### config.mk
export PLATFORM = sky130hd
export DESIGN_NAME = core_sequencer_r32i
export DESIGN_NICKNAME = d
export VERILOG_FILES = /design/src/rtl/core_sequencer_r32i_pkg.sv /design/src/rtl/core_sequencer_r32i_perf.sv /design/src/rtl/core_sequencer_r32i.sv
export SDC_FILE = /design/constraint.sdc
export NUM_CORES = 1
export LEC_CHECK = 0
export BUFFER_PORTS_ARGS = -buffer_cell sky130_fd_sc_hd__buf_2
export CORE_MARGIN = 8
export CORE_UTILIZATION = 43
export CTS_CLUSTER_DIAMETER = 60
export DETAILED_ROUTE_END_ITERATION = 12
export PLACE_DENSITY = 0.76
export SLEW_MARGIN = 20
export SYNTH_ARGS = -nofsm -noshare
export SYNTH_HDL_FRONTEND = slang
export SYNTH_SLANG_ARGS = --single-unit
### constraint.sdc
create_clock -name clk -period 2.75 [get_ports clk]
set_input_delay 0.4125 -clock clk [delete_from_list [all_inputs] [get_ports clk]]
set_output_delay 0.4125 -clock clk [all_outputs]
set_load 0.02 [all_outputs]
### src/rtl/core_sequencer_r32i_pkg.sv
// Purpose : shared state encoding and width helpers for the RV32I multi-cycle sequencer.
// Latency : n/a (types and constants only).
// Backpr. : n/a.
// Contents: seqState_t (3-bit state enum), TIMEOUT_W, cntWidth() for the memory-wait counter.
package sequencerPkgR32I;

   typedef enum logic [2:0] {
      S_IDLE      = 3'd0,
      S_FETCH     = 3'd1,
      S_DECODE    = 3'd2,
      S_EXECUTE   = 3'd3,
      S_MEMORY    = 3'd4,
      S_WRITEBACK = 3'd5,
      S_FAULT     = 3'd6
   } seqState_t;

   localparam int MEM_TIMEOUT_DEF = 255;
   localparam int TIMEOUT_W       = $clog2(MEM_TIMEOUT_DEF + 1);

   // Wait counter is never narrower than 8 bits, wider if the timeout needs it.
   function automatic int cntWidth(input int timeout);
      int w;
      w = $clog2(timeout + 1);
      return (w < 8) ? 8 : w;
   endfunction

endpackage

### src/rtl/core_sequencer_r32i_perf.sv
// Purpose : free-running 64-bit cycle and retired-instruction counters (wrap modulo 2^64).
// Latency : counts appear one clock after the qualifying cycle.
// Backpr. : none; enables are sampled every cycle.
// Ports   : clk, reset (async, active-high), i_cycle_en, i_instret_en,
//           o_cycle_count[63:0], o_instret_count[63:0].
module perfCountersR32I (
   input  logic        clk,
   input  logic        reset,
   input  logic        i_cycle_en,
   input  logic        i_instret_en,
   output logic [63:0] o_cycle_count,
   output logic [63:0] o_instret_count
);

   logic [63:0] r_cycle;
   logic [63:0] r_instret;

   always_ff @(posedge clk or posedge reset) begin
      if (reset) begin
         r_cycle   <= '0;
         r_instret <= '0;
      end else begin
         if (i_cycle_en)   r_cycle   <= r_cycle + 64'd1;
         if (i_instret_en) r_instret <= r_instret + 64'd1;
      end
   end

   assign o_cycle_count   = r_cycle;
   assign o_instret_count = r_instret;

endmodule

### src/rtl/core_sequencer_r32i.sv
// Purpose : multi-cycle RV32I control FSM: fetch, decode, execute, memory, writeback.
// Latency : ALU op 4 cycles + fetch wait; load/store 5 cycles + fetch wait + data wait.
// Backpr. : InsReq/DataReq held until InsReady/DataReady; MEM_TIMEOUT waiting cycles -> FAULT.
// Ports   : clk, reset (async, active-high), Run, InsReady, DataReady, decoder flags
//           (RegWriteControl, RAMRead, RAMWriteControl, TestBranch, AlwaysBranch), BranchCond;
//           outputs InsReq, IRLoad, DataReq, DataWe, RegWriteEn, PCBranch, PCIncrement,
//           InstRetired, BusFault (sticky), StateOut[2:0].
// Config  : PERF_COUNTERS_EN adds CycleCount[63:0] and InstretCount[63:0].
module core_sequencer_r32i
   import sequencerPkgR32I::*;
#(
   parameter int dataW       = 32,
   parameter int MEM_TIMEOUT = 255
) (
   input  logic        clk,
   input  logic        reset,
   input  logic        Run,
   input  logic        InsReady,
   input  logic        DataReady,
   input  logic        RegWriteControl,
   input  logic        RAMRead,
   input  logic        RAMWriteControl,
   input  logic        TestBranch,
   input  logic        AlwaysBranch,
   input  logic        BranchCond,
   output logic        InsReq,
   output logic        IRLoad,
   output logic        DataReq,
   output logic        DataWe,
   output logic        RegWriteEn,
   output logic        PCBranch,
   output logic        PCIncrement,
   output logic        InstRetired,
   output logic        BusFault,
   output logic [2:0]  StateOut
`ifdef PERF_COUNTERS_EN
   ,
   output logic [63:0] CycleCount,
   output logic [63:0] InstretCount
`endif
);

   localparam int              CNT_W    = cntWidth(MEM_TIMEOUT);
   localparam logic [CNT_W-1:0] CNT_LAST = CNT_W'(MEM_TIMEOUT - 1);
   localparam logic [CNT_W-1:0] CNT_MAX  = '1;

   // The sequencer is width-agnostic; dataW only has to match the datapath it controls.
   if (dataW != 32) begin : g_non_rv32_width
   end

   seqState_t        r_state;
   seqState_t        w_next;
   logic [CNT_W-1:0] r_cnt;
   logic             r_bus_fault;
   logic             w_wait;
   logic             w_timeout;
   logic             w_pc_branch;

   // The waiting cycle that would bring the count up to MEM_TIMEOUT is the last one allowed.
   assign w_timeout   = (MEM_TIMEOUT != 0) && (r_cnt == CNT_LAST);
   assign w_pc_branch = AlwaysBranch | (TestBranch & BranchCond);

   always_comb begin
      w_next = r_state;
      w_wait = 1'b0;
      case (r_state)
         S_IDLE:      if (Run) w_next = S_FETCH;
         S_FETCH: begin
            if (InsReady) begin
               w_next = S_DECODE;
            end else begin
               w_wait = 1'b1;
               if (w_timeout) w_next = S_FAULT;
            end
         end
         S_DECODE:    w_next = S_EXECUTE;
         S_EXECUTE:   w_next = (RAMRead | RAMWriteControl) ? S_MEMORY : S_WRITEBACK;
         S_MEMORY: begin
            if (DataReady) begin
               w_next = S_WRITEBACK;
            end else begin
               w_wait = 1'b1;
               if (w_timeout) w_next = S_FAULT;
            end
         end
         S_WRITEBACK: w_next = Run ? S_FETCH : S_IDLE;
         S_FAULT:     w_next = S_FAULT;
         default:     w_next = S_IDLE;
      endcase
   end

   always_comb begin
      InsReq      = 1'b0;
      IRLoad      = 1'b0;
      DataReq     = 1'b0;
      DataWe      = 1'b0;
      RegWriteEn  = 1'b0;
      PCBranch    = 1'b0;
      PCIncrement = 1'b0;
      InstRetired = 1'b0;
      case (r_state)
         S_FETCH: begin
            InsReq = 1'b1;
            IRLoad = InsReady;
         end
         S_MEMORY: begin
            DataReq = 1'b1;
            // Stores also raise RAMRead, so the write flag decides direction.
            DataWe  = RAMWriteControl;
         end
         S_WRITEBACK: begin
            RegWriteEn  = RegWriteControl & ~RAMWriteControl;
            PCBranch    = w_pc_branch;
            PCIncrement = ~w_pc_branch;
            InstRetired = 1'b1;
         end
         default: ;
      endcase
   end

   always_ff @(posedge clk or posedge reset) begin
      if (reset) begin
         r_state     <= S_IDLE;
         r_cnt       <= '0;
         r_bus_fault <= 1'b0;
      end else begin
         r_state <= w_next;
         // Any state change clears the counter, so it starts at 0 on entry to FETCH/MEMORY.
         if (w_next != r_state)
            r_cnt <= '0;
         else if (w_wait && (r_cnt != CNT_MAX))
            r_cnt <= r_cnt + 1'b1;
         if ((w_next == S_FAULT) && (r_state != S_FAULT))
            r_bus_fault <= 1'b1;
      end
   end

   assign BusFault = r_bus_fault;
   assign StateOut = r_state;

`ifdef PERF_COUNTERS_EN
   logic w_cycle_en;
   assign w_cycle_en = (r_state != S_IDLE) && (r_state != S_FAULT);

   perfCountersR32I u_perf (
      .clk             (clk),
      .reset           (reset),
      .i_cycle_en      (w_cycle_en),
      .i_instret_en    (InstRetired),
      .o_cycle_count   (CycleCount),
      .o_instret_count (InstretCount)
   );
`endif

endmodule

==> results of run 1 <==
## cell type report
class | instances | area, sq um | share of cell area
Clock buffer | 4 | 36.28 | 0.03550
Inverter | 5 | 18.77 | 0.01836
Multi-Input combinational cell | 70 | 523.0 | 0.5116
Sequential cell | 12 | 300.3 | 0.2938
Tap cell | 27 | 33.78 | 0.03305
Timing Repair Buffer | 22 | 110.1 | 0.1077
## worst min path at each step
stage | from | endpoint | slack [ns] | cells past startpoint
6_report | reset | BusFault$_DFFE_PP0P_ | 0.13 | 2
3_3_place_gp | reset | BusFault$_DFFE_PP0P_ | 0.44 | 2
2_1_floorplan | reset | BusFault$_DFFE_PP0P_ | 0.28 | 1
4_1_cts | reset | BusFault$_DFFE_PP0P_ | 0.15 | 2
3_5_place_dp | reset | BusFault$_DFFE_PP0P_ | 0.45 | 2
5_1_grt | reset | BusFault$_DFFE_PP0P_ | 0.18 | 2
## critical path, delay by kind of cell (launching register included)
kind	cells	cell delay [ns]
flops	1	0.56
buf+inv	1	0.16
simple gates	3	0.69
## cells by family (layout without fill, tap and decap cells)
group                    after synthesis  after routing
AND/OR/NAND/NOR                       40             40
AO/OA/AOI/OAI                         23             23
flip-flops                            12             12
buffers and inverters                  9             31
XOR/XNOR                               4              4
adder cells (fa/ha/maj)                2              2
multiplexers                           1              1
## per-layer routing
layer  track usage  vias to the layer above
met5             0                        -
met4       0.02990                        0
met3       0.04593                        4
met2        0.2119                       23
met1        0.1312                      365
li1              -                      385
## report_power, final
group	switching [W]	internal, W
registers	0.0000792	0.000207
logic	0.000224	0.000158
clock network	0.0000658	0.0000805
## registers in the layout, indices dropped and copies added, names as in the netlist
signal	count
r_cnt	8
BusFault	1
StateOut	3
## cells in the final DEF, fill, tap and decap left out, types with 2 or more instances in the layout
master / netlist / final
buf_2: 0 / 22
dfrtp_1: 12 / 12
nor2_1: 6 / 6
inv_1: 5 / 5
nand3_1: 5 / 5
a211oi_1: 4 / 4
nor3_1: 4 / 4
o21ai_0: 4 / 4
nand2_1: 4 / 4
nor3b_1: 3 / 3
and2_1: 3 / 3
a21oi_1: 3 / 3
xor2_1: 3 / 3
clkbuf_4: 0 / 3
and3_1: 2 / 2
nor4b_4: 2 / 2
nand4_1: 2 / 2
or3_2: 2 / 2
ha_1: 2 / 2
## stage by stage
step	worst slack (ns)	instance area, sq um	util	hold slack [ns]
after floorplan	0.6819	883.3	-	0.2772
after detailed placement	0.6817	985.9	0.5077	0.4491
after global routing	0.4730	1022	0.5264	0.1764
after global placement	0.7698	985.9	0.5077	0.4396
after CTS	0.6343	1022	0.5264	0.1457
final	0.6534	1022	0.5264	0.1294
==> qor.csv, run 1 <==
stage,metric,value,unit
yosys,syn_nets,104,
sta,relSlewSlack,0.4997,
floorplanning,core_area,1942,sq um
yosys,synth_top_area_frac,0.3399,
worst_setup_path,worstReg2RegEnd,r_cnt[7]$_DFFE_PP0P_,
cts,path_clk_slew,0.08,ns
worst_hold_path,hold_class,in2async,
worst_setup_path,path_max_fanout,10,
sta,worst_pin_slew,0.7504,ns
yosys,synth_area_leaders,"dfrtp_1 34%, nor4b_4 5.4%, buf_6 3.8%, a211oi_1 3.4%, xor2_1 3.0%",
cts,cts_buffer_depth,2,
floorplanning,num_rows,16,
global_routing,overflow,0,
routing,top_layer,met4,
yosys,synth_area,883.3,sq um
sta,period_minus_slack,2.097,ns
pwr,finalPower,0.0008137,W
floorplanning,die_h,61.33,microns
yosys,synth.most_common_cell,dfrtp_1,
sta,drv_slew,0,
worst_setup_path,critPathKind,reg2out,
routing,wl_per_cell,15.04,microns
cts,numCtsBuffers,3,
yosys,ys_ff_latch,12,
worst_setup_path,required,2.34,ns
yosys,synth_xor_area_frac,0.03966,
run,cap_violations,0,
floorplanning,ios,23,
sta,fmax,477.0,MHz
floorplanning,die_w,61.33,microns
yosys,synth_flop_cell,dfrtp_1,
pwr,ir_drop,0.4785,mV
placement,place_inst,136,
yosys,synth_fa_ha_area_frac,0.02833,
yosys,post_synth_num_cell_types,40,
cells_and_area,final_nets,127,
yosys,synth_compound_area_frac,0.2082,
cells_and_area,num_antenna_cells,0,
worst_setup_path,crit_path_cell_trace,or2b_2 -> nor2_1 -> and2_1 -> buf_2,
cells_and_area,stdcell_count,140,
worst_setup_path,start_kind,register,
pwr,p_leak,0.4835,nW
pwr,p_per_area,796.0,nW/um^2
yosys,muxShareOfSynthArea,0.01133,
cells_and_area,drive_gt1_frac,0.3451,
routing,route.met3.wl,140,microns
outcome,status,completed,
worst_setup_path,cp.arrival,1.68,ns
worst_setup_path,reg2reg_depth,4,
yosys,ys.warnings.count,0,
floorplanning,start_util,0.4549,
cts,tritoncts,done,
yosys,synth_edf_count,0,
worst_setup_path,r2r-start,StateOut[1]$_DFF_PP0_,
yosys,synth_top_area_cell,dfrtp_1,
yosys,synthCells,91,
global_routing,grt_pass1_wl,3394,microns
routing,via_count,777,
routing,wl_met2,1104,microns
worst_setup_path,crit_path_start,StateOut[2]$_DFF_PP0_,
yosys,yosysSeqAreaShare,0.3399,
cts,clock-root-buffer,clkbuf_4,
cts,cts.sinks,12,
sta,rsz0062_at_grt,false,
worst_setup_path,rrSetupSlack,0.66,ns
placement,place_congestion,0.8057,
global_routing,grt_max_degree,13,
cells_and_area,num-fill-cells,188,
cts,clock_latency,0.28,ns
yosys,synth_top_family_by_area,simple AND/OR/NAND/NOR gates,
routing,ant_nets,0,
cts,postCtsSetupBuffers,0,
yosys,yosys.area_share.simple,0.3045,
floorplanning,die_area,3761,sq um
routing,dr.pass1.iters,4,
cts,ctsResizeCount,0,
global_routing,grt_pass1_vias,741,
worst_setup_path,crit_path_end,DataWe,
routing,wl_met1,833,microns
global_routing,grtUsageTotal,0.1203,
sta,finClkSkew,0.004188,ns
placement,dp_hpwl,1601,microns
sta,period_share,0.7624,
worst_setup_path,endpoint_kind,output port,
worst_setup_path,critPathMaxStageDelay,0.56,ns
yosys,synth_area_per_cell,9.707,sq um
routing,wl,2105,microns
cells_and_area,syn_to_final_growth,15.72,%
sta,hold_viol_final,0,
yosys,async_flop_share,1.000,
sta,setup_viol,0,
cts,cts_htree_levels,1,
routing,first_iter_violations,15,
routing,drc_errors,0,
cts,cts_hold_buf,0,
global_routing,antenna_found_initial,0,
routing,viasPerCell,5.550,
yosys,synthTopCellsByCount,"12 x dfrtp_1, 6 x nor2_1, 5 x inv_1, 5 x nand3_1",
sta,fin_tns_setup,0,ns
worst_setup_path,slowest_stage,dfrtp_1,
placement,io_buffers,22,
No activity file was read; power rests on OpenSTA's default activity.
==> inputs of run 2 (changes only) <==
--- a/config.mk
+++ b/config.mk
@@ -5,6 +5,7 @@
 export SDC_FILE = /design/constraint.sdc
 export NUM_CORES = 1
 export LEC_CHECK = 0
+export ABC_AREA = 1
 export BUFFER_PORTS_ARGS = -buffer_cell sky130_fd_sc_hd__buf_2
 export CORE_MARGIN = 8
 export CORE_UTILIZATION = 43
==> constraint.sdc (replaced) <==
create_clock -name clk -period 2 [get_ports clk]
set_input_delay 0.3 -clock clk [delete_from_list [all_inputs] [get_ports clk]]
set_output_delay 0.3 -clock clk [all_outputs]
set_load 0.02 [all_outputs]
==> run 2 against run 1 <==
Sequential power increased by 33%. Worst setup slack got worse by 0.43 ns. Count of clock-buffer cells in the layout unchanged. Register-to-register slack got worse by 0.21 ns. Flip-flop and latch count unchanged. Synthesized cell count increased by 40%. Synthesized area increased by 2.4%. Non-clock buffer count unchanged. Largest cell class unchanged.
==> qor.csv, run 2 <==
stage,metric,value,unit,change
outcome,status,completed,,
global_routing,grt_max_degree,13,,unchanged
cells_and_area,num_antenna_cells,0,,unchanged
floorplanning,die_area,3827,sq um,+1.8%
routing,ant_nets,0,,unchanged
worst_setup_path,slowest_stage,dfrtp_1,,
worst_hold_path,hold_class,in2async,,
placement,io_buffers,22,,unchanged
yosys,synth_flop_cell,dfrtp_1,,
worst_setup_path,start_kind,register,,
cts,cts_hold_buf,0,,unchanged
yosys,post_synth_num_cell_types,26,,-35%
worst_setup_path,r2r-start,r_cnt[0]$_DFFE_PP0P_,,
yosys,synthTopCellsByCount,"26 x nand2_1, 23 x nor2_1, 15 x inv_1",,
cts,numCtsBuffers,3,,unchanged
cts,cts.sinks,12,,unchanged
cts,tritoncts,done,,
sta,finClkSkew,0.008635,ns,+0.004447 ns
worst_setup_path,worstReg2RegEnd,r_cnt[2]$_DFFE_PP0P_,,
yosys,synth_compound_area_frac,0.06086,,-0.1474
pwr,combinationalPowerShare,0.567,,+0.098
worst_setup_path,reg2reg_depth,13,,+9
cts,clock-root-buffer,clkbuf_4,,
yosys,synth_xor_area_frac,0.02905,,-0.01061
yosys,synth_area_per_cell,7.123,sq um,-27%
routing,wl,1977,microns,-6.1%
routing,drc_errors,0,,unchanged
cells_and_area,layout_commonest_cell,nand2_1,,
yosys,synth.most_common_cell,nand2_1,,
run,cap_violations,0,,unchanged
floorplanning,num_rows,16,,unchanged
global_routing,antenna_found_initial,0,,unchanged
global_routing,grt_pass1_wl,3118,microns,-8.1%
yosys,syn_nets,140,,+35%
floorplanning,die_h,61.87,microns,+0.88%
cts,clock_latency,0.29,ns,about the same
yosys,synth_area_leaders,"dfrtp_1 33%, nand2_1 11%, nor2_1 9.5%, inv_1 6.2%, nor2_2 6.2%",,
worst_setup_path,path_max_fanout,9,,-1
yosys,muxShareOfSynthArea,0,,-0.01133
sta,drv_slew,0,,unchanged
cells_and_area,syn_to_final_growth,17.57,%,
cells_and_area,largest_reg_flops,8,,unchanged
cts,path_clk_slew,0.08,ns,about the same
sta,worst_pin_slew,0.4861,ns,-0.2644 ns
cts,cts_buffer_depth,2,,unchanged
pwr,clkPwrFrac,0.149,,-0.031
sta,layout_setup_ws,0.2220,ns,-0.4313 ns
pwr,seq_power_share,0.284,,-0.067
global_routing,grtUsageTotal,0.1113,,-0.009004
yosys,async_flop_share,1.000,,unchanged
worst_setup_path,rrSetupSlack,0.45,ns,-0.21 ns
pwr,ir_drop,0.6177,mV,+29%
pwr,finalPower,0.001335,W,+64%
routing,via_count,845,,+8.8%
placement,post-place-ws,0.4627,ns,-0.2190 ns
worst_setup_path,crit_path_cell_trace,nor2_1 -> inv_1 -> nor2_1 -> inv_1 -> nor2_1 -> buf_2,,
sta,rsz0062_at_grt,false,,
yosys,ys_ff_latch,12,,unchanged
yosys,synthCells,127,,+40%
routing,dr.pass1.iters,4,,unchanged
global_routing,overflow,0,,unchanged
pwr,switching_power,0.0006877,W,+86%
yosys,yosysSeqAreaShare,0.3320,,-0.007993
worst_setup_path,critPathMaxStageDelay,0.50,ns,-0.06 ns
pwr,p_per_area,1255,nW/um^2,+58%
worst_setup_path,required,1.70,ns,-0.64 ns
floorplanning,core_area,1982,sq um,+2.1%
sta,fin_tns_setup,0,ns,unchanged
yosys,synth_area,904.6,sq um,+2.4%
floorplanning,start_util,0.4564,,+0.001543
sta,period_share,0.8890,,
yosys,synth_top_area_cell,dfrtp_1,,
placement,dp_hpwl,1567,microns,-2.1%
global_routing,grt_pass1_vias,742,,+0.13%
yosys,synth_edf_count,0,,unchanged
pwr,swShare,0.5151,,+0.06165
cells_and_area,stdcell_count,178,,+27%
worst_setup_path,cp_common_cell,nor2_1,,
sta,period_minus_slack,1.778,ns,
yosys,ys.warnings.count,0,,unchanged
cells_and_area,final_nets,165,,+30%
sta,hold_viol_final,0,,unchanged
cells_and_area,layout_common_cells,"26 x nand2_1, 23 x nor2_1, 22 x buf_2",,
yosys,synth_fa_ha_area_frac,0.02766,,-0.0006661
cells_and_area,top_register,r_cnt,,
worst_setup_path,critPathKind,reg2out,,
floorplanning,die_w,61.87,microns,+0.88%
yosys,synth_top_area_frac,0.3320,,-0.007993
yosys,yosys.area_share.simple,0.4385,,+0.1339
routing,viasPerCell,4.747,,-14%
worst_setup_path,endpoint_kind,output port,,
routing,wl_per_cell,11.11,microns,-26%
placement,place_congestion,0.9121,,+13%
pwr,intPower,0.0006473,W,+46%
cells_and_area,drive_gt1_frac,0.3510,,+0.005861
placement,place_inst,174,,+28%
pwr,p_leak,0.5258,nW,+8.7%
worst_setup_path,cp.arrival,1.48,ns,-0.20 ns
routing,first_iter_violations,38,,+23
sta,relSlewSlack,0.6756,,+0.1759
yosys,synth_top_family_by_area,simple AND/OR/NAND/NOR gates,,
cts,cts_htree_levels,1,,unchanged
floorplanning,ios,23,,unchanged
cells_and_area,fin_util,0.5366,,+0.01020
sta,fmax,562.4,MHz,
sta,setup_viol,0,,unchanged
## run 2: changes by cell type in the layout (fill, tap and decap cells not counted), moves of 3 or more
cell,change
a211oi_1,-4
and2_1,-3
inv_1,+10
nand2_1,+22
nand2_2,+7
nor2_1,+17
nor2_2,+9
nor3_1,-3
nor3b_1,-3
o21ai_0,-3
## run 2: cell type report
class	instances	area, sq um
fill	185	918.4
multi-input combinational	94	503.0
sequential	12	301.5
timing repair buffer	22	110.1
inverter	19	78.83
clock buffer	4	36.28
tap	27	33.78
## run 2: worst max-delay path by stage
stage	cells after the start	start	end
detailed placement	7	StateOut[0]$_DFF_PP0_	PCIncrement
CTS	7	StateOut[0]$_DFF_PP0_	PCIncrement
global route	6	StateOut[1]$_DFF_PP0_	PCIncrement
global placement	9	StateOut[0]$_DFF_PP0_	r_cnt[6]$_DFFE_PP0P_
finish	6	StateOut[1]$_DFF_PP0_	PCIncrement
floorplan	7	StateOut[0]$_DFF_PP0_	PCBranch
## run 2: timing repair
item / CTS / global route
resized for setup: 0 / 1
buffers inserted: 0 / 0
endpoints found under the setup margin: 0 / 3
## run 2: worst max-delay path, delay by kind of cell (launching register included)
kind	cells	cell delay (ns)
flops	1	0.50
simple gates	3	0.40
buf+inv	3	0.30
## run 2: power groups by stage
stage | registers, W | logic, W | clock network [W]
2_1_floorplan | 0.000374 | 0.000635 | 0
3_3_place_gp | 0.000379 | 0.000751 | 0
3_5_place_dp | 0.000381 | 0.000764 | 0
4_1_cts | 0.000376 | 0.000767 | 0.000206
5_1_grt | 0.000391 | 0.000855 | 0.000213
6_report | 0.000379 | 0.000756 | 0.000199
## run 2: per-stage QoR
step                      instance area (sq um)  hold slack [ns]
after floorplan                           904.6           0.1647
after global placement                     1026           0.3299
after detailed placement                   1026           0.3437
after CTS                                  1062          0.02624
after global routing                       1064          0.05986
final                                      1064          0.01332
## run 2: per-layer routing
layer | up-vias | routed length (microns) | global-route usage
li1 | 438 | - | -
met1 | 371 | 900 | 0.1301
met2 | 30 | 814 | 0.1817
met3 | 6 | 216 | 0.02881
met4 | 0 | 46 | 0.05844
met5 | - | 0 | 0
## run 2: cells by family (layout without fill, tap and decap cells)
logic type	count (synthesis)	in the layout
flip-flops	12	12
adder cells (fa/ha/maj)	2	2
AND/OR/NAND/NOR	80	80
XOR/XNOR	3	3
buffers and inverters	21	45
AO/OA/AOI/OAI	9	9
==> inputs of run 3 (changes only) <==
==> constraint.sdc (replaced) <==
create_clock -name clk -period 2.1 [get_ports clk]
set_input_delay 0.315 -clock clk [delete_from_list [all_inputs] [get_ports clk]]
set_output_delay 0.315 -clock clk [all_outputs]
set_load 0.02 [all_outputs]
==> run 3 against run 2 <==
Combinational power is 4.0% lower. Wire length grew 2.1%. Clock skew down 0.0012 ns. Sequential power decreased by 5.3%. Final cell count down 0.56%. Non-clock buffer count unchanged. Clock power down 27%. Cell area is 1.4% lower. Flip-flop and latch count did not move. Register-to-register slack improved by 0.09 ns. Core utilization decreased by 0.76 points. Critical path type unchanged. Largest power group unchanged.
==> qor.csv, run 3 (same netlist as run 2, synthesis figures left out) <==
stage,metric,value,unit,change
routing,via_count,875,,+3.6%
global_routing,grtUsageTotal,0.1138,,+0.002576
pwr,p_leak,0.5197,nW,-1.2%
worst_setup_path,required,1.78,ns,+0.08 ns
sta,hold_viol_final,0,,unchanged
pwr,switching_power,0.0006546,W,-4.8%
sta,relSlewSlack,0.6965,,+0.02088
worst_setup_path,endpoint_kind,output port,,
floorplanning,die_h,61.87,microns,unchanged
cells_and_area,finalInstanceArea,1049,sq um,-1.4%
placement,dpl_cell_area,1026,sq um,unchanged
cts,cts.sinks,12,,unchanged
pwr,swShare,0.5325,,+0.01736
sta,layout_setup_ws,0.2478,ns,+0.02576 ns
cts,numCtsBuffers,3,,unchanged
placement,io_buffers,22,,unchanged
worst_setup_path,cp.arrival,1.54,ns,+0.06 ns
sta,worst_pin_slew,0.4548,ns,-0.03128 ns
pwr,finalPower,0.001229,W,-7.9%
cells_and_area,final_nets,165,,unchanged
worst_setup_path,critPathKind,reg2out,,
routing,dr.pass1.iters,4,,unchanged
pwr,p_per_area,1173,nW/um^2,-6.6%
floorplanning,ios,23,,unchanged
sta,drv_slew,0,,unchanged
cells_and_area,top_register,r_cnt,,
global_routing,grt_pass1_vias,745,,+0.40%
routing,first_iter_violations,21,,-45%
pwr,ir_drop,0.6105,mV,-1.2%
cts,ctsResizeCount,0,,unchanged
floorplanning,die_w,61.87,microns,unchanged
global_routing,antenna_found_initial,0,,unchanged
sta,period_share,0.8820,,
pwr,clkPwrFrac,0.118,,-0.031
worst_setup_path,start_kind,register,,
placement,place_inst,174,,unchanged
sta,fin_tns_setup,0,ns,unchanged
pwr,seq_power_share,0.292,,+0.008
worst_hold_path,hold_class,in2async,,
worst_setup_path,critPathMaxStageDelay,0.56,ns,+0.06 ns
worst_setup_path,rrSetupSlack,0.54,ns,+0.09 ns
worst_setup_path,critical_path.top_delay_family,flip-flops,,
cells_and_area,largest_reg_flops,8,,unchanged
cells_and_area,drive_gt1_frac,0.3400,,-0.01099
routing,drc_errors,0,,unchanged
cells_and_area,num_antenna_cells,0,,unchanged
floorplanning,num_rows,16,,unchanged
worst_setup_path,crit_path_cell_trace,inv_2 -> nor2_1 -> inv_1 -> nor2_1 -> inv_1 -> nor2_1 -> buf_2,,
cts,clock-root-buffer,clkbuf_4,,
run,cap_violations,0,,unchanged
global_routing,grt_max_degree,13,,unchanged
sta,period_minus_slack,1.852,ns,
pwr,combinationalPowerShare,0.590,,+0.023
cells_and_area,stdcell_count,177,,-0.56%
routing,wl,2019,microns,+2.1%
routing,ant_nets,0,,unchanged
floorplanning,start_util,0.4564,,unchanged
cts,postCtsSetupBuffers,0,,unchanged
cts,cts_buffer_depth,2,,unchanged
placement,place_congestion,0.9067,,-0.59%
worst_setup_path,path_max_fanout,10,,+1
worst_setup_path,slowest_stage,dfrtp_1,,
worst_setup_path,path_buf_inv,4,,+1
cells_and_area,syn_to_final_growth,15.91,%,
sta,fmax,539.9,MHz,
cts,cts_htree_levels,1,,unchanged
routing,wl_per_cell,11.41,microns,+2.7%
cts,clock_latency,0.28,ns,about the same
floorplanning,die_area,3827,sq um,unchanged
sta,setup_viol,0,,unchanged
cts,path_clk_slew,0.08,ns,about the same
sta,finClkSkew,0.007470,ns,-0.001165 ns
cells_and_area,layout_common_cells,"26 x nand2_1, 23 x nor2_1, 22 x buf_2",,
global_routing,overflow,0,,unchanged
worst_setup_path,cp_common_cell,nor2_1,,
pwr,intPower,0.0005748,W,-11%
outcome,status,completed,,
floorplanning,core_area,1982,sq um,unchanged
placement,dp_hpwl,1640,microns,+4.7%
cells_and_area,layout_commonest_cell,nand2_1,,
global_routing,grt_pass1_wl,3208,microns,+2.9%
cts,cts_hold_buf,0,,unchanged
cts,tritoncts,done,,
routing,viasPerCell,4.944,,+4.1%
placement,post-place-ws,0.5422,ns,+0.07951 ns
sta,rsz0062_at_grt,false,,
[run 3: changes by cell type in the layout (fill, tap and decap cells not counted)]
cell	change
clkbuf_8	-1
dfrtp_1	+1
dfrtp_2	-1
[run 3: metal layers]
layer  vias to the layer above  wire length [microns]  track usage
met5                         -                      0            0
met3                         4                    276      0.03292
met4                         0                     27      0.05195
met1                       392                    873       0.1374
met2                        36                    842       0.1817
li1                        443                      -            -
[run 3: path summary, 6_finish.rpt]
path                                            start                    end  depth (start not counted)
worst max-delay path            StateOut[0]$_DFF_PP0_               PCBranch                          7
worst min-delay path                            reset  StateOut[0]$_DFF_PP0_                          2
worst max register to register  StateOut[0]$_DFF_PP0_   r_cnt[7]$_DFFE_PP0P_                          8
worst min register to register   BusFault$_DFFE_PP0P_   BusFault$_DFFE_PP0P_                          1
max in group asynchronous                       reset  StateOut[2]$_DFF_PP0_                          2
min in group clk                             InsReady  StateOut[0]$_DFF_PP0_                          4
[run 3: metrics by stage]
stage                     hold WS (ns)  utilization
after floorplan                 0.1797            -
after global placement          0.3449       0.5177
after detailed placement        0.3538       0.5177
after CTS                      0.05900       0.5290
after global routing           0.09618       0.5290
final                          0.02690       0.5290
[run 3: layout make-up]
type / instances / area, sq um
multi-input cells: 94 / 503.0
flip-flops and latches: 12 / 300.3
clock buffers: 3 / 22.52
well taps: 27 / 33.78
inverters: 19 / 78.83
fillers: 203 / 933.4
repair buffers: 22 / 110.1
[run 3: power by group through the flow]
stage | registers [W] | clock network [W] | logic [W]
final | 0.000359 | 0.000145 | 0.000726
after global routing | 0.000371 | 0.000152 | 0.000813
after CTS | 0.000360 | 0.000145 | 0.000735
after detailed placement | 0.000365 | 0 | 0.000732
after global placement | 0.000361 | 0 | 0.000715
after floorplan | 0.000356 | 0 | 0.000605
